**src/rtl/display_pkg.sv**
```systemverilog
// Shared constants for the product display: digit count, state encodings and
// the active-high hex-to-segment table (bit 0 = segment a ... bit 6 = segment g).
package display_pkg;

    localparam int NDIG = 4;

    typedef enum logic {
        EMPTY = 1'b0,
        SHOW  = 1'b1
    } disp_state_t;

    // Packed with entry 15 first so that HEX_SEG[n] is the pattern for digit n.
    localparam logic [15:0][6:0] HEX_SEG = {
        7'h71, 7'h79, 7'h5E, 7'h39, 7'h7C, 7'h77, 7'h6F, 7'h7F,
        7'h07, 7'h7D, 7'h6D, 7'h66, 7'h4F, 7'h5B, 7'h06, 7'h3F
    };

    // True when every nibble from position idx upward is zero, i.e. the digit
    // at idx is a leading zero. Position 0 is never treated as leading.
    function automatic logic leading_zero(input logic [15:0] v, input logic [1:0] idx);
        logic lz;
        case (idx)
            2'd1:    lz = (v[15:4] == 12'h000);
            2'd2:    lz = (v[15:8] == 8'h00);
            2'd3:    lz = (v[15:12] == 4'h0);
            default: lz = 1'b0;
        endcase
        return lz;
    endfunction

endpackage

```
**src/rtl/seg7_decoder.sv**
```systemverilog
// Combinational nibble to 7-segment decode, active-high; output polarity is
// handled by the parent.
module seg7_decoder
    import display_pkg::*;
(
    input  logic [3:0] nib,
    output logic [6:0] seg
);

    assign seg = HEX_SEG[nib];

endmodule

```
**src/rtl/product_display.sv**
```systemverilog
// Captures the multiplier product on a rising ready, acknowledges it with a
// one-cycle get, and scans it out as four hex digits on a muxed 7-seg display.
module product_display
    import display_pkg::*;
#(
    parameter int REFRESH_DIV    = 50000,
    parameter bit SEG_ACTIVE_LOW = 1'b1,
    parameter bit BLANK_LZ       = 1'b1
) (
    input  logic        clk,
    input  logic        rst,
    input  logic        ready,
    input  logic [15:0] product,
    input  logic        clr,
    output logic        get,
    output logic [6:0]  seg,
    output logic [3:0]  an,
    output logic        held
);

    // state | meaning
    // EMPTY | nothing captured (or cleared); digits scan blank
    // SHOW  | a captured product is held and displayed

    localparam int               DIV_W    = (REFRESH_DIV > 2) ? $clog2(REFRESH_DIV) : 1;
    localparam logic [DIV_W-1:0] DIV_LAST = DIV_W'(REFRESH_DIV - 1);
    localparam logic [6:0]       SEG_OFF  = SEG_ACTIVE_LOW ? 7'h7F : 7'h00;
    localparam logic [3:0]       AN_OFF   = SEG_ACTIVE_LOW ? 4'hF : 4'h0;

    disp_state_t      state, state_nxt;
    logic             ready_q;
    logic             rise;
    logic [15:0]      value;
    logic [DIV_W-1:0] div;
    logic [1:0]       idx;
    logic             wrap;
    logic [15:0]      shown_value;
    logic             shown_on;
    logic [3:0]       nib;
    logic [6:0]       seg_hex;
    logic [6:0]       seg_hi;
    logic [3:0]       an_hi;
    logic             blank;

    assign rise = ready & ~ready_q;
    assign wrap = (div == DIV_LAST);
    assign held = (state == SHOW);

    always_ff @(posedge clk) begin
        if (!rst) begin
            state <= EMPTY;
        end else begin
            state <= state_nxt;
        end
    end

    // A capture beats a simultaneous clear.
    always_comb begin
        state_nxt = state;
        if (rise) begin
            state_nxt = SHOW;
        end else if (clr) begin
            state_nxt = EMPTY;
        end
    end

    always_ff @(posedge clk) begin
        if (!rst) begin
            ready_q <= 1'b0;
            value   <= 16'h0000;
            get     <= 1'b0;
        end else begin
            ready_q <= ready;
            get     <= rise;
            if (rise) begin
                value <= product;
            end
        end
    end

    // The shadow copy only moves at slot boundaries so a digit never changes
    // part-way through its slot.
    always_ff @(posedge clk) begin
        if (!rst) begin
            div         <= '0;
            idx         <= 2'd0;
            shown_value <= 16'h0000;
            shown_on    <= 1'b0;
        end else if (wrap) begin
            div         <= '0;
            idx         <= idx + 2'd1;
            shown_value <= value;
            shown_on    <= (state == SHOW);
        end else begin
            div <= div + 1'b1;
        end
    end

    assign nib = 4'(shown_value >> {idx, 2'b00});

    seg7_decoder u_dec (
        .nib (nib),
        .seg (seg_hex)
    );

    always_comb begin
        blank  = ~shown_on | (BLANK_LZ & leading_zero(shown_value, idx));
        seg_hi = blank ? 7'h00 : seg_hex;
        an_hi  = 4'b0001 << idx;
    end

    always_ff @(posedge clk) begin
        if (!rst) begin
            seg <= SEG_OFF;
            an  <= AN_OFF;
        end else begin
            seg <= SEG_ACTIVE_LOW ? ~seg_hi : seg_hi;
            an  <= SEG_ACTIVE_LOW ? ~an_hi : an_hi;
        end
    end

endmodule

```
**config.mk**
```make
export PLATFORM = sky130hd
export DESIGN_NAME = product_display
export DESIGN_NICKNAME = d
export VERILOG_FILES = /design/src/rtl/display_pkg.sv /design/src/rtl/seg7_decoder.sv /design/src/rtl/product_display.sv
export SDC_FILE = /design/constraint.sdc
export NUM_CORES = 1
export LEC_CHECK = 0
export ABC_AREA = 1
export BUFFER_PORTS_ARGS = -buffer_cell sky130_fd_sc_hd__buf_4
export CORE_ASPECT_RATIO = 0.75
export CORE_UTILIZATION = 58
export DETAILED_ROUTE_END_ITERATION = 7
export PLACE_DENSITY = 0.79
export SLEW_MARGIN = 20
export SYNTH_ARGS = -nofsm -noshare
export SYNTH_HDL_FRONTEND = slang
export SYNTH_SLANG_ARGS = --single-unit
```
**constraint.sdc**
```tcl
create_clock -name clk -period 1.8 [get_ports clk]
set_input_delay 0.36 -clock clk [delete_from_list [all_inputs] [get_ports clk]]
set_output_delay 0.36 -clock clk [all_outputs]
set_load 0.02 [all_outputs]
```
=== Word level (Yosys, flattened, before mapping) ===
Memories as Yosys holds them, arrays and structs flattened.
Index checks and enable logic that the tools add are counted.

* Register bits after elaboration: 65
* Memory bits (read-only): 112
* Bits of input ports: 20
* Output and inout port bits: 13
* Word-level logic and storage cells: 37
* Memories: 1

* Add/subtract/negate cells: 2
* Order comparisons: 1
* Equal/unequal tests: 4
* Shift-type cells: 2
* Mux-type cells: 5
* Bitwise gates (word level): 7
* Reduce and logical (&&, ||, !) cells: 5

{| class="wikitable"
|+ Memories
! name !! words !! width !! rd ports !! clocked after Yosys merged registers in !! wr ports !! line !! text
|-
| (name not given) || 16 || 7 || 1 || 0 || 0 || seg7_decoder.sv:10 || <nowiki>assign seg = HEX_SEG[nib];</nowiki>
|}

{| class="wikitable"
|+ Operators with widths
! cell !! number
|-
| $add A16 B1 Y16 const B || 1
|-
| $eq A16 B16 Y1 const B || 1
|-
| $shr A16 B4 Y4 || 1
|-
| $mux W7 || 2
|-
| $logic_not A12 Y1 || 1
|-
| $logic_not A8 Y1 || 1
|-
| $not A7 Y7 || 1
|-
| $lt A4 B5 Y1 const B || 1
|-
| $eq A2 B2 Y1 const B || 2
|-
| $logic_not A4 Y1 || 1
|-
| $not A4 Y4 || 1
|-
| $shl A1 B2 Y4 const A || 1
|-
| $not A1 Y1 || 3
|-
| $pmux W1 S3 || 1
|-
| $add A2 B1 Y2 const B || 1
|-
| $eq A2 B1 Y1 const B || 1
|-
| $mux W1 || 2
|-
| $reduce_bool A2 Y1 || 1
|-
| $reduce_or A2 Y1 || 1
|-
| $and A1 B1 Y1 || 1
|-
| $or A1 B1 Y1 || 1
|}

=== Longest topological paths before layout ===
Gate-level depths: netlist of run 1.

* Depth after elaboration: 5
* Mapped depth: 13
* Depth with buffers taken out: 11

=== Modules after synthesis ===
From an unflattened synthesis of run 1, not the netlist that was laid out.

* Cell total of the unflattened synthesis: 413
* Area total of the unflattened synthesis: 3072.9 um2

{| class="wikitable"
|+ By module, submodules not included
! module !! times used !! cells an instance !! area each (um2) !! seq. area each (um2)
|-
| product_display || 1 || 361 || 2802.7 || 1301.2
|-
| seg7_decoder || 1 || 52 || 270.3 || 0.0
|}

=== Worst setup path before layout of run 1 ===
Ideal clock, no wire load.

* Path type: flip-flop to flip-flop
* From: reg idx[0]
* To: reg seg[6]
* Library setup time: 0.126 ns
* Data arrival time: 1.528 ns
* Required time: 1.674 ns
* Slack: 0.146 ns
* Cell stages (with the launch flop): 13
* Buffers on the path: 2
* Period minus slack after synthesis: 1.654 ns
* Path through: dfxtp_1 buf_6 inv_2 buf_6 nand2_1 nand3_1 nand2_1 inv_1 ha_1 nand3_1 nand2_1 a21oi_1 nand2_1

* Word-level cells in the longest chain between the ends: 5
* Elaborated cells between the ends (all ways): 10
* Those cells by class: eq/ne: 3; shift: 1; mux: 3; bitwise: 2; memory: 1

{| class="wikitable"
|+ Ends and longest elaborated chain
! item !! line !! text
|-
| from (decl) || product_display.sv:35 || <nowiki>logic [1:0] idx;</nowiki>
|-
| from (signal assigned) || product_display.sv:91 || <nowiki>idx <= idx + 2'd1;</nowiki>
|-
| $shr A16 B4 Y4, or another cell as far along || product_display.sv:99 || <nowiki>assign nib = 4'(shown_value >> {idx, 2'b00});</nowiki>
|-
| $mem_v2 Z16 W7 or $pmux W1 S3 (tied branches) || - ||
|-
| $mux W7 (implied by the code) or $or A1 B1 Y1 (tied branches) || seg7_decoder.sv:10, product_display.sv:107 ||
|-
| $mux W7 * || product_display.sv:108 || <nowiki>seg_hi = blank ? 7'h00 : seg_hex;</nowiki>
|-
| $not A7 Y7 * || product_display.sv:117 || <nowiki>seg <= SEG_ACTIVE_LOW ? ~seg_hi : seg_hi;</nowiki>
|-
| to (signal assigned) || product_display.sv:117 ||
|-
| to (decl) || product_display.sv:16 || <nowiki>output logic [6:0] seg,</nowiki>
|}

Mark *: on every way between the ends. The rest lies on a longest branch, timed or not. The select of a mux whose other input is x is not followed.
A chain may end at the register's enable or synchronous reset.

=== Worst setup path after layout of run 1 ===
* From: reg idx[0]
* To: reg seg[5]

Same word-level chain as after synthesis.

==> results.md, run 1 <==
- Placer Congestion: 0.878
- Clock sink count: 65
- Core area: 0.00490 mm²
- Gr ovfl total: 0
- Number of port buffers: 32
- Worst Path Required: 2010 ps
- DR pass1 iterations: 7
- YS warnings: 0
- Slew Viols, Final: 0
- Root buffer cell: clkbuf_8
- Largest net degree at the start of global routing: 26
- Synth-to-layout area growth: 16.6%
- Syn Area/Cell: between 7 and 8 µm²
- H-tree depth: 3
- Hold Vio Cnt, Final: 0
- Worst vdd ir: 0.559 mV
- Setup TNS: 0 ps
- Failing checks: design-rule violations
- Synth cell types: 33
- Worst-Skew Late Latency: 340 ps
- Combinational share of power: approximately 5.2%
- Yosys top cell area share: 44.0%
- TritonCTS clock tree: yes
- Share of power burned in registers: 52.1%
- Vias post-DR: roughly 2500
- Antenna violations before repair: 0
- N_diodes: 0
- Slew margin rel.: between 60% and 70%
- Switching share of power: around a quarter
- Crit start category: flip-flop
- Top cells by area, synth: dfxtp_1, nand2_1, a22oi_2
- Die area: 0.00539 mm²
- Setup-failing EPs final: 0
- Post-Syn Instances: 373
- Sequential area share after synthesis: 44.0%
- Max FO, Critical Path: 11
- Met2 Usage GRT: a little under two fifths
- Worst slew pin tran: 463 ps
- 1st-iter DRT viols: a little under 200
- Vias in the first global route: 2234
- Leak: around 1.4 nW
- Critical path data arrival time: 1840 ps
- Synthesized Nets: just over 400
- Vert. Die Dim: 63.8 µm
- Share of post-route cells with drive strength above 1: approximately 23%
- Fillers: ~400
- # DRC: 6
- Clock power share: 42.7%
- FP Rows: 22
- Largest area contributor in the netlist: dfxtp_1
- Worst min path class: in -> reg
- I/O pin cnt: 33
- M3 GR Usage: 8.66%
- Synth Register Bits: 65
- Final core occ: 70.3%
- Vias per inst: 5.23
- Int Power: around 0.0022 W
- Crit path kind: reg -> reg
- Power Density: 834 mW/mm²
- Worst Setup End Kind: flip-flop
- Clock Skew: roughly 9.0 ps
- Outcome: complete, but fails checks
- Initial core utilization: 60.3%
- Min cycle time layout: 1630 ps
- Psw: 0.000684 W
- RSZ-0062 raised after global routing: no
- ANT nets after route: 0
- Overall routed net length: just under 6000 µm
- Max Cap Viol: 0
- Bufs on Longest Clock Path: 2
- First-pass GRT wire length: 10100 µm
- Wire length per cell: 12.4 µm
- Maximum clock frequency: a little over 600 MHz
- Clock Pin Slew Worst Setup and Hold Paths: approximately 70 ps
- GRT Overall Usage: 24.5%
- Global route hottest layer: met2
- Final #Nets: 443
- Post-Syn Area: 0.00296 mm²
- Die outline width: ~84 µm
- Final period utilization: 90.5%
- Grt met1 use: between 30% and 40%
- Cts bufs inserted: 9
- Dpl hpwl: 4290 µm
==> power by group through the flow <==
stage / Combinational, W / Clock [W] / Sequential (W)
floorplan: 0.0000884 / 0 / 0.00153
global placement: 0.000146 / 0 / 0.00153
detailed placement: 0.000151 / 0 / 0.00153
CTS: 0.000152 / 0.00126 / 0.00150
global route: 0.000169 / 0.00133 / 0.00150
finish: 0.000151 / 0.00123 / 0.00150
==> per-layer routing <==
layer / wire length (µm) / up-vias
li1: - / 1273
met2: 2520 / 99
met5: 0 / -
met4: 46 / 0
met3: 404 / 9
met1: 2930 / 1107
==> synth_stat cells, drive strengths merged <==
library cell	number
nor3	6
a21oi	25
nand4	4
ha	12
o21ai	6
inv	47
or2	2
dfxtp	65
o211ai	1
clkbuf	3
nor3b	1
nand2	92
nand3	29
buf	9
nor2	48
nor4	1
o31ai	1
a22oi	15
xnor2	1
xor2	5
==> worst paths after layout <==
check / start / end / slack (ps) / depth (start not counted)
max: idx[0] / seg[5] / 170 / 10
min: clr / held / 210 / 2
max reg2reg: idx[0] / seg[5] / 170 / 10
min reg2reg: ready_q / get / 440 / 1
==> registers in the layout, indices dropped and copies added (netlist names) <==
name and cells:
idx 2, held 1, value 16, shown_value 16, div 16, ready_q 1
an 4, shown_on 1, seg 7, get 1
==> critical path: stages (launching register included) <==
cell	delay, ps
dfxtp_2	380
inv_2	170
nand2_1	70
nand3_1	70
nand2_1	90
buf_4	160
ha_1	210
nand3_1	100
nor2_1	50
nor2_1	120
nand3_1	80
==> stage by stage <==
step                      hold WS (ps)  instances  worst slack, ps  area [µm²]  power (W)
after floorplan                    403        373              146        2960    0.00162
after global placement             422        460              136        3240    0.00167
after detailed placement           432        460             72.4        3240    0.00168
after CTS                          193        476             59.3        3430    0.00290
after global routing               195        476             12.1        3440    0.00300
final                              212        476              171        3440    0.00287
==> logic make-up (layout without fill, tap and decap cells) <==
group | count (synthesis) | in the layout | share of synthesized area [%]
xor gates and xnor gates | 6 | 6 | 1.78
buffers and inverters | 59 | 102 | 9.31
and+or+nand+nor | 183 | 183 | 27.6
adders and majority gates | 12 | 12 | 5.08
DFF | 65 | 65 | 44.0
AOI/OAI and AO/OA | 48 | 48 | 12.2
==> layout make-up <==
cell class              instances  area [µm²]  share of cell area (%)
clock inverters                 6        67.6                    1.96
inverters                      47         179                    5.19
multi-input cells             249        1390                    40.3
repair buffers                 39         305                    8.86
well taps                      60        75.1                    2.18
clock buffers                  10         128                    3.71
flip-flops and latches         65        1300                    37.8
==> layout by cell type, fill, tap and decap left out, types with 9 or more instances in the layout <==
cell type  instances
a21oi_1           25
a22oi_2           15
buf_4             38
clkbuf_8           9
dfxtp_1           64
ha_1              12
inv_1             41
nand2_1           87
nand3_1           25
nor2_1            44
==> repair_timing <==
action	4_1_cts	5_1_grt
hold buffers	0	0
resized for setup	0	3
endpoints found under the setup margin	0	7
buffers inserted	0	0
(Power assumes the default switching activity.)
==> run 2: changes to the inputs <==
Settings changed: CELL_PAD_IN_SITES_DETAIL_PLACEMENT set to 0, CELL_PAD_IN_SITES_GLOBAL_PLACEMENT set to 2, CORE_UTILIZATION 58 to 33, PLACE_DENSITY 0.79 to not set, PLACE_DENSITY_LB_ADDON set to 0.1, SYNTH_HIERARCHICAL set to 1.
==> results.md, run 2 <==
- Overall routed net length: 7400 µm (was 5900 µm)
- Clock Pin Slew Worst Setup and Hold Paths: 60 ps (was 70 ps)
- N_diodes: 0 (unchanged)
- Slew margin rel.: 61.0% (was 69.1%)
- YS warnings: 6 (was 0)
- Reg-to-reg endpoint: seg[1] (was seg[5])
- Die outline width: 113 µm (was 84.4 µm)
- Fin Hold WS: 248 ps (was 212 ps)
- Setup-failing EPs final: 0 (unchanged)
- Slew Viols, Final: 0 (unchanged)
- Worst hold path depth: 3 (was 2)
- Maximum clock frequency: 588 MHz (was 614 MHz)
- CTS Hold Buffers Added: 0 (unchanged)
- Commonest non-fill, non-tap cell in the layout: nand2_1 (unchanged)
- Worst Setup End Kind: flip-flop (unchanged)
- Total power: 0.00345 W (was 0.00287 W)
- Worst-Skew Late Latency: 330 ps (was 340 ps)
- Sequential area share after synthesis: 42.3% (was 44.0%)
- Synth-to-layout area growth: 29.1% (was 16.6%)
- ANT nets after route: 0 (unchanged)
- Vias per inst: 4.44 (was 5.23)
- Clock Skew: 3.54 ps (was 8.98 ps)
- Worst Path Required: 2000 ps (was 2010 ps)
- Most frequent cell after synthesis: nand2_1 (unchanged)
- Post-Syn Area: 0.00307 mm² (was 0.00296 mm²)
- Bufs on Longest Clock Path: 2 (unchanged)
- Reg2Reg Setup Slack: 100 ps (was 170 ps)
- First-pass GRT wire length: 12100 µm (was 10100 µm)
- Worst slew pin tran: 584 ps (was 463 ps)
- Hold endpoint: value[2] (was held)
- Vias post-DR: 2673 (was 2488)
- Die area: 0.00971 mm² (was 0.00539 mm²)
- GRT Overall Usage: 16.2% (was 24.5%)
- Syn Area/Cell: 7.44 µm² (was 7.92 µm²)
- Worst vdd ir: 0.465 mV (was 0.559 mV)
- # DRC: 0 (was 6)
- Top Registers: div (16), shown_value (16), value (16) (unchanged)
- Critical path data arrival time: 1900 ps (was 1840 ps)
- Post-Syn Instances: 413 (was 373)
- Share of post-route cells with drive strength above 1: 26.2% (was 22.6%)
- EDFF count, synth: 0 (unchanged)
- Top cells by count, synth: nand2_1, nor2_1, dfxtp_1 (was nand2_1, dfxtp_1, nor2_1)
- Cells after DPL: 578 (was 460)
- Worst Reg-to-Reg Cells: 12 (was 10)
- Largest area contributor in the netlist: dfxtp_1 (unchanged)
- H-tree depth: 3 (unchanged)
- Final period utilization: 94.4% (was 90.5%)
- Initial core utilization: 34.0% (was 60.3%)
- Crit path kind: reg -> reg (unchanged)
- Antenna violations before repair: 0 (unchanged)
- RR Startpoint: idx[0] (unchanged)
- Placer Congestion: 0.830 (was 0.878)
- Cts bufs inserted: 9 (unchanged)
- HP Start: product[2] (was clr)
- TritonCTS clock tree: yes (unchanged)
- Core area: 0.00905 mm² (was 0.00490 mm²)
- Worst Setup SP: idx[0] (unchanged)
- Wire length per cell: 12.3 µm (was 12.4 µm)
- DP Area: 0.00353 mm² (was 0.00324 mm²)
- Layout Cells excl Fill: 602 (was 476)
- DR pass1 iterations: 4 (was 7)
- Synth cell types: 30 (was 33)
- I/O pin cnt: 33 (unchanged)
- Vias in the first global route: 2399 (was 2234)
- Setup TNS: 0 ps (unchanged)
- Crit start category: flip-flop (unchanged)
- Fillers: 934 (was 396)
- Final #Nets: 502 (was 443)
- Min cycle time layout: 1700 ps (was 1630 ps)
- Power Density: 869 mW/mm² (was 834 mW/mm²)
- Largest net degree at the start of global routing: 30 (was 26)
- Non-Filler Cell Area, Final: 0.00397 mm² (was 0.00344 mm²)
- Gr ovfl total: 0 (unchanged)
- Number of port buffers: 32 (unchanged)
- Worst min path class: in -> reg (unchanged)
- Hold Vio Cnt, Final: 0 (unchanged)
- 1st-iter DRT viols: 156 (was 199)
- Most frequent cells in the layout: nand2_1, nor2_1, dfxtp_1 (was nand2_1, dfxtp_1, nor2_1)
- FP Rows: 30 (was 22)
- Max Cap Viol: 0 (unchanged)
- Synth Flop Type: dfxtp_1 (unchanged)
- Yosys top cell area share: 42.3% (was 44.0%)
- Clock sink count: 65 (unchanged)
- Synthesized Nets: 446 (was 405)
- Max FO, Critical Path: 7 (was 11)
- Outcome: complete, no violations (was complete, but fails checks)
- Synth Register Bits: 65 (unchanged)
- Leak: 1.61 nW (was 1.39 nW)
- Vert. Die Dim: 85.6 µm (was 63.8 µm)
- Top cells by area, synth: dfxtp_1, nand2_1, nor2_1 (was dfxtp_1, nand2_1, a22oi_2)
- Root buffer cell: clkbuf_16 (was clkbuf_8)
- Dpl hpwl: 5050 µm (was 4290 µm)
- Synth async-reset ratio: 0% (unchanged)
-- run 2: worst max path at each step --
stage          endpoint  slack [ps]  cells after the start
3_5_place_dp     seg[3]         -30                     12
2_1_floorplan    seg[3]          30                     13
3_3_place_gp     seg[3]         -40                     12
5_1_grt          seg[2]         -40                     12
6_report         seg[1]         100                     12
4_1_cts          seg[3]           3                     12
-- run 2: power by group --
part / switching, W / leakage (nW) / internal [W]
clock: 0.000639 / 0.150 / 0.00116
combinational: 0.0000810 / 0.928 / 0.0000625
sequential: 0.0000286 / 0.531 / 0.00148
-- run 2: layer usage --
layer	global-route usage [%]	wire, µm	vias to the layer above
li1	-	-	1432
met1	24.2	4170	1192
met2	21.6	2930	47
met3	4.73	272	2
met4	6.10	33	0
met5	0	0	-
-- run 2: cell type report --
type / instances / area, µm² / share of cell area [%]
tap: 128 / 160 / 4.04
timing repair inverter: 1 / 5.00 / 0.126
multi-input combinational: 293 / 1570 / 39.5
sequential: 65 / 1310 / 32.9
clock inverter: 3 / 47.5 / 1.20
timing repair buffer: 61 / 474 / 12.0
inverter: 38 / 148 / 3.72
clock buffer: 13 / 260 / 6.56
-- run 2: timing repair --
action	CTS	global route
buffers inserted	1	6
gates resized for setup	2	24
pin swaps	1	5
cloned	0	1
endpoints found under the setup margin	3	7
endpoints found under the hold margin	0	0
-- run 2: cell families after synthesis --
kind of cell,count (synthesis),synth area share (%)
buffers and inverters,55,8.88
AO/OA/AOI/OAI,58,10.9
flip-flops,65,42.3
adder cells (fa/ha/maj),13,5.29
XOR/XNOR,6,1.71
AND/OR/NAND/NOR,216,30.9
-- run 2: critical path: stages (launching register included) --
cell,delay (ps)
dfxtp_4,380
o21ai_1,270
o22ai_4,130
inv_2,120
buf_4,120
ha_1,130
inv_1,40
nand2_1,80
nand3_1,70
nand2_1,60
nand2_1,40
inv_1,60
nand3_1,60
-- run 2: through the flow --
stage	worst slack, ps	utilization, %
floorplan	30.9	-
global placement	-44.0	39.1
detailed placement	-28.8	39.1
CTS	3.35	42.6
global route	-44.4	43.9
finish	100	43.9
